File: src/rtl/hamming_decode.sv
// Serial Hamming(7,4) decoder: collects p1 p2 d1 p4 d2 d3 d4, reports syndrome and error count.
// Define HAMMING_DECODE_CORRECT_EN to correct the single-bit error before extracting data.
`timescale 1ns/1ps
module hamming_decode #(
   parameter int unsigned CNT_W = 8
) (
   input  logic             clk,
   input  logic             rst_n,
   input  logic             in,
   input  logic             in_vld,
   input  logic             in_sof,
   output logic [3:0]       out,
   output logic             out_vld,
   output logic             err_corr,
   output logic [2:0]       syndrome,
   output logic             err_frame,
   output logic [CNT_W-1:0] err_cnt
);

   typedef enum logic [0:0] {StIdle, StCollect} state_e;

   state_e           state_q, state_d;
   logic [2:0]       bcnt_q, bcnt_d;
   // sreg_q[i] holds codeword position i+1
   logic [6:0]       sreg_q, sreg_d;
   logic [3:0]       out_q;
   logic             out_vld_q;
   logic             err_corr_q;
   logic [2:0]       syndrome_q;
   logic             err_frame_q;
   logic [CNT_W-1:0] err_cnt_q;

   logic             done;
   logic             abort;
   logic [6:0]       word;
   logic [6:0]       fixed;
   logic [2:0]       syn;
   logic [3:0]       data;

   always_comb begin
      state_d = state_q;
      bcnt_d  = bcnt_q;
      sreg_d  = sreg_q;
      done    = 1'b0;
      abort   = 1'b0;
      unique case (state_q)
         StIdle: begin
            if (in_vld && in_sof) begin
               sreg_d  = {6'b0, in};
               bcnt_d  = 3'd1;
               state_d = StCollect;
            end
         end
         StCollect: begin
            if (in_vld) begin
               if (in_sof) begin
                  abort  = 1'b1;
                  sreg_d = {6'b0, in};
                  bcnt_d = 3'd1;
               end else if (bcnt_q == 3'd6) begin
                  done      = 1'b1;
                  sreg_d[6] = in;
                  bcnt_d    = 3'd0;
                  state_d   = StIdle;
               end else begin
                  sreg_d[bcnt_q] = in;
                  bcnt_d         = bcnt_q + 3'd1;
               end
            end
         end
         default: state_d = StIdle;
      endcase
   end

   // Bit 7 is decoded straight off the input so the result registers on its accepting edge.
   always_comb begin
      word   = {in, sreg_q[5:0]};
      syn[0] = word[0] ^ word[2] ^ word[4] ^ word[6];
      syn[1] = word[1] ^ word[2] ^ word[5] ^ word[6];
      syn[2] = word[3] ^ word[4] ^ word[5] ^ word[6];
      fixed  = word;
`ifdef HAMMING_DECODE_CORRECT_EN
      if (syn != 3'd0) begin
         fixed[syn - 3'd1] = ~word[syn - 3'd1];
      end
`endif
      data = {fixed[2], fixed[4], fixed[5], fixed[6]};
   end

   always_ff @(posedge clk or negedge rst_n) begin
      if (!rst_n) begin
         state_q     <= StIdle;
         bcnt_q      <= 3'd0;
         sreg_q      <= 7'd0;
         out_q       <= 4'd0;
         out_vld_q   <= 1'b0;
         err_corr_q  <= 1'b0;
         syndrome_q  <= 3'd0;
         err_frame_q <= 1'b0;
         err_cnt_q   <= '0;
      end else begin
         state_q     <= state_d;
         bcnt_q      <= bcnt_d;
         sreg_q      <= sreg_d;
         out_vld_q   <= done;
         err_frame_q <= abort;
         if (done) begin
            out_q      <= data;
            syndrome_q <= syn;
            err_corr_q <= (syn != 3'd0);
            if ((syn != 3'd0) && (err_cnt_q != {CNT_W{1'b1}})) begin
               err_cnt_q <= err_cnt_q + 1'b1;
            end
         end
      end
   end

   assign out       = out_q;
   assign out_vld   = out_vld_q;
   assign err_corr  = err_corr_q;
   assign syndrome  = syndrome_q;
   assign err_frame = err_frame_q;
   assign err_cnt   = err_cnt_q;

endmodule

File: config.mk
export PLATFORM = sky130hd
export DESIGN_NAME = hamming_decode
export DESIGN_NICKNAME = d
export VERILOG_FILES = /design/src/rtl/hamming_decode.sv
export SDC_FILE = /design/constraint.sdc
export NUM_CORES = 1
export LEC_CHECK = 0
export CAP_MARGIN = 20
export CORE_UTILIZATION = 35
export CTS_CLUSTER_DIAMETER = 30
export DETAILED_ROUTE_END_ITERATION = 12
export GPL_TIMING_DRIVEN = 0
export HOLD_SLACK_MARGIN = 0.06
export PLACE_DENSITY = 0.58
export SETUP_SLACK_MARGIN = 0.1
export SLEW_MARGIN = 20
export SYNTH_ARGS = -nofsm -noshare
export SYNTH_HDL_FRONTEND = slang
export SYNTH_SLANG_ARGS = --single-unit
File: constraint.sdc
create_clock -name clk -period 3.2 [get_ports clk]
set_clock_uncertainty 0.2 [all_clocks]
set_input_delay 0.32 -clock clk [delete_from_list [all_inputs] [get_ports clk]]
set_output_delay 0.32 -clock clk [all_outputs]
set_load 0.005 [all_outputs]
* Word level (Yosys, flattened, before mapping)
Cells that the tools add are included.
Cells by class: equality and inequality tests 5, bitwise gates (word level) 10, $add $sub $neg 2, mux-type cells 26, reductions and logical operators 7, magnitude comparators 2
Operator list (number):
- $mux 7 | 3
- $pmux 7 s2 | 1
- $mux 1 | 13
- $mux 3 | 4
- $xor 1x1->1 | 9
- $add 8x1->8 const B | 1
- $ne 8x8->1 const B | 1
- $bwmux 7 | 1
- $mux 6 | 1
- $pmux 3 s2 | 1
- $lt 3x4->1 const B | 1
- $ne 2x2->1 const B | 2
- $reduce_and 2->1 | 2
- $add 3x1->3 const B | 1
- $demux 1 s3 | 1
- $eq 3x3->1 const B | 1
- $ge 3x1->1 const B | 1
- $logic_and 1x1->1 | 3
- $ne 3x3->1 const B | 1
- $reduce_and 3->1 | 1
- $reduce_bool 3->1 | 1
- $pmux 1 s2 | 1
- $not 1->1 | 1
Word-level totals: logic and storage cells 62, output and inout bits 18, register bits 29, input port bits 5

* Depth between registers and ports, before layout
depth in word-level cells 9, mapped depth 6, gate-level depth less buffers 5

* Worst setup path after synthesis
Ideal clock, no wire load.
kind reg2reg, start reg sreg_q[5], end reg err_cnt_q[1], in the netlist err_cnt[1], required time 2.875 ns, cell stages (with the launch flop) 6, slack 1.301 ns, data arrival time 1.574 ns, buffers on the path 0, library setup time 0.125 ns, period minus slack after synthesis 1.899 ns, cell sequence dfrtp_1 > xor2_1 > or3_4 > a21oi_4 > nor2_2 > mux2_4
On the way: longest elaborated chain between the ends 5, elaborated cells between the ends (all ways) 7, classes of those cells 4 x bitwise; 3 x reduce/logical
RTL lines:
- from (decl) | RTL line 25 | logic [6:0] sreg_q, sreg_d;
- from (signal assigned) | RTL line 104 | sreg_q <= sreg_d;
- $xor 1x1->1, on equally long branches (2 in series) | RTL line 79, 80
- $reduce_bool 3->1 (*) | RTL line 111 | if ((syn != 3'd0) && (err_cnt_q != {CNT_W{1'b1}})) begin
- $logic_and 1x1->1 (*) | RTL line 111
- $reduce_and 2->1 (no line) (*)
- to (signal assigned) | RTL line 112 | err_cnt_q <= err_cnt_q + 1'b1;
- to (decl) | RTL line 31 | logic [CNT_W-1:0] err_cnt_q;
Mark *: on every way between the ends. The rest lies on a longest branch, timed or not. A chain may end at the register's enable or synchronous reset.

* Final worst setup path
start in in, end reg err_cnt_q[1], in the netlist err_cnt[1]
On the way: longest elaborated chain between the ends 4, elaborated cells between the ends (all ways) 6, classes of those cells 3 x bitwise; 3 x reduce/logical
RTL lines:
- from (decl) | RTL line 9 | input logic in,
- $xor 1x1->1, on equally long branches | RTL line 78, 79, 80
- $reduce_bool 3->1 (*) | RTL line 111
- $logic_and 1x1->1 (*) | RTL line 111
- $reduce_and 2->1 (no line) (*)
Marked as above.

==> impl_metrics.tcl <==
set metrics [dict create \
    clock.fmax_ghz 0.4528 \
    grt_remaining_overflow 0 \
    worstHoldEndpoint "state_q$_DFF_PN0_" \
    synthesis.nets 137 \
    ys_ff_latch 28 \
    mostFrequentLayoutCell "dfrtp_1" \
    drt-pass1-iter-count 4 \
    ys_seq_area_share_pct 50.54 \
    clkTransAtPathRegs_ps 90 \
    reg2reg_to "err_cnt[1]$_DFFE_PN0P_" \
    finalSetupViolations 0 \
    status "finished, final reports clean" \
    area_delta_synth_final_pct 23.83 \
    irDropWorstVdd_mv 0.1770 \
    grt.total_usage_pct 14.86 \
    path_class "input pin to flop" \
    cts_buffers 3 \
    period_share_pct 69.01 \
    ant_nets 0 \
    gp_congestion 0.7808 \
    wirelength_um 2600 \
    dieWidth_um 64.94 \
    antenna_found_initial 0 \
    synth.top_cell.area_share_pct 50.54 \
    finalNetCount 164 \
    setup_tns_ps 0 \
    yosysWarnings 0 \
    synth_ff_type "dfrtp_1" \
    io_buffer_count 21 \
    yosys.area_share.simple_pct 19.13 \
    fill_cells 368 \
    synth-edff-count 0 \
    reg2reg_from "bcnt_q[0]$_DFFE_PN0P_" \
    synth.area.top_cells "dfrtp_1 (51%), xor2_1 (6.3%), mux2_2 (5.7%), o21ai_0 (4.7%), nand2_1 (3.0%)" \
    fin_crit_ps 2208 \
    p_leak_nw 0.7769 \
    drc_errors 0 \
    htreeDepth 1 \
    worst_slew_pin_slew_ps 629.6 \
    rsz0062_at_grt "false" \
    antennaDiodeCount 0 \
    synth_xor_area_share_pct 9.386 \
    finalHoldViolations 0 \
    dpl_cell_area_um2 1652 \
    synthesis.area_um2 1386 \
    syn_area_per_cell_um2 10.58 \
    crit_path_max_fanout 8 \
    min_from "in_sof" \
    core_um2 3716 \
    cts-root-buf "clkbuf_8" \
    die_h_um 64.94 \
    p_per_area_nw_per_um2 457.1 \
    synth_mux_area_share_pct 7.852 \
    cap_viol_max_count 0 \
    via_per_inst 5.005 \
    num_rows 22 \
    drtIter0Drc 82 \
    synth_cell_types 30 \
    place_hpwl_um 1857 \
    cts.sinks 28 \
    ios 23 \
    die_area_um2 4217 \
    initial_utilization_pct 37.31 \
    reg2reg_setup_slack_ps 1110 \
    grt_pass1_wl_um 4836 \
    layout_common_cells "dfrtp_1 (28), clkdlybuf4s50_1 (20), o21ai_0 (13)" \
    syn-instance-count 131 \
    slew_violations 0 \
    final_area_um2 1717 \
    cp-start-kind "input pin" \
    arrival_ps 2170 \
    wl_per_cell_um 12.68 \
    layout-drive-gt1-share_pct 14.01 \
    hold_path_depth 3 \
    ys_async_sr_fraction_pct 100.0 \
    slew_headroom_pct 58.02 \
    crit_required_ps 3160 \
    clock_latency_ps 270 \
    cts.path.max_buffers 2 \
    grt_pass1_vias 1060 \
    vias 1026 \
    hp-class "input pin to flop" \
    grt_max_degree 29 \
    r2r_cells 5 \
    synthAdderAreaFrac_pct 0.9025 \
    synth_top_cell_by_area "dfrtp_1" \
    end_kind "flop" \
    synth_top_family_by_area "simple AND/OR/NAND/NOR gates" \
    tritoncts "yes" \
    synth-compound-area-share_pct 10.47 \
]
critical path, cell delays in order:
cell and delay [ps]:
clkdlybuf4s50_1 630, xor2_2 160, or3_4 400, a21oi_4 260, nor2_2 100, mux2_4 300
area by class of cell:
type                    count  area (um^2)  area share (%)
well taps                  48        60.06           3.499
repair buffers             22        215.2           12.54
inverters                   2        7.507          0.4373
multi-input cells          97        661.9           38.56
flip-flops and latches     28        700.7           40.82
clock buffers               4        55.05           3.207
plain buffers               4        16.27          0.9475
registers in the layout (all words and copies together) (netlist names):
register,cells
syndrome,3
sreg_q,6
bcnt_q,3
err_corr,1
err_cnt,8
err_frame,1
out_vld,1
out,4
state_q,1
routing by layer:
layer / up-vias / part of all wire, % / global-route usage (%)
li1: 512 / - / -
met1: 492 / 50 / 20.93
met2: 20 / 46 / 23.96
met3: 2 / 2.8 / 1.585
met4: 0 / 0.85 / 4.167
met5: - / 0 / 0
kinds of logic (layout without fill, tap and decap cells):
group | count (synthesis) | after routing
AO/OA/AOI/OAI | 25 | 25
buffers and inverters | 6 | 32
AND/OR/NAND/NOR | 48 | 48
adder cells (fa/ha/maj) | 1 | 1
XOR/XNOR | 14 | 14
multiplexers | 9 | 9
flip-flops | 28 | 28
worst max path at each step:
stage                          start                     end  slack (ps)  cells past startpoint
2_1_floorplan  sreg_q[5]$_DFFE_PN0P_  err_cnt[1]$_DFFE_PN0P_        1300                      5
3_3_place_gp                      in  err_cnt[1]$_DFFE_PN0P_         710                      6
3_5_place_dp                      in  err_cnt[1]$_DFFE_PN0P_         690                      6
4_1_cts                           in  err_cnt[1]$_DFFE_PN0P_         970                      6
5_1_grt                           in  err_cnt[1]$_DFFE_PN0P_         890                      6
6_report                          in  err_cnt[1]$_DFFE_PN0P_         990                      6
timing repair:
action,4_1_cts,5_1_grt
resized for setup,0,0
buffers inserted,0,0
endpoints found under the hold margin,28,0
hold buffers,1,0
cell usage after synthesis (2+ instances only):
cell type  number
dfrtp_1        28
o21ai_0        13
nand2_1        11
xor2_1         10
nor2_1          9
a21oi_1         7
mux2_2          7
nand2b_1        4
nor3_1          4
and3_1          3
clkbuf_1        3
nand3_1         3
o31ai_1         3
xnor2_1         3
inv_1           2
mux2_4          2
nand3b_1        2
nand4_1         2
nor2_2          2
nor2b_1         2
nor3b_1         2
power by group:
part           internal (mW)  leakage (nW)  switching, mW  total, mW
Sequential             0.383         0.377         0.0233      0.406
Combinational         0.0779         0.371         0.0828      0.161
Clock                  0.110        0.0288          0.108      0.218
through the flow:
stage | setup WS, ps | total power, mW | cells | hold WS [ps] | utilization (%)
floorplan | 1301 | 0.5096 | 131 | -175.6 | -
global placement | 709.6 | 0.5709 | 200 | 290.4 | 44.58
detailed placement | 691.4 | 0.5747 | 200 | 182.8 | 44.44
CTS | 971.5 | 0.7945 | 205 | 226.7 | 46.20
global route | 887.0 | 0.8352 | 205 | 289.3 | 46.20
finish | 991.8 | 0.7848 | 205 | 232.5 | 46.20
Power figures use the tool's default switching activity.
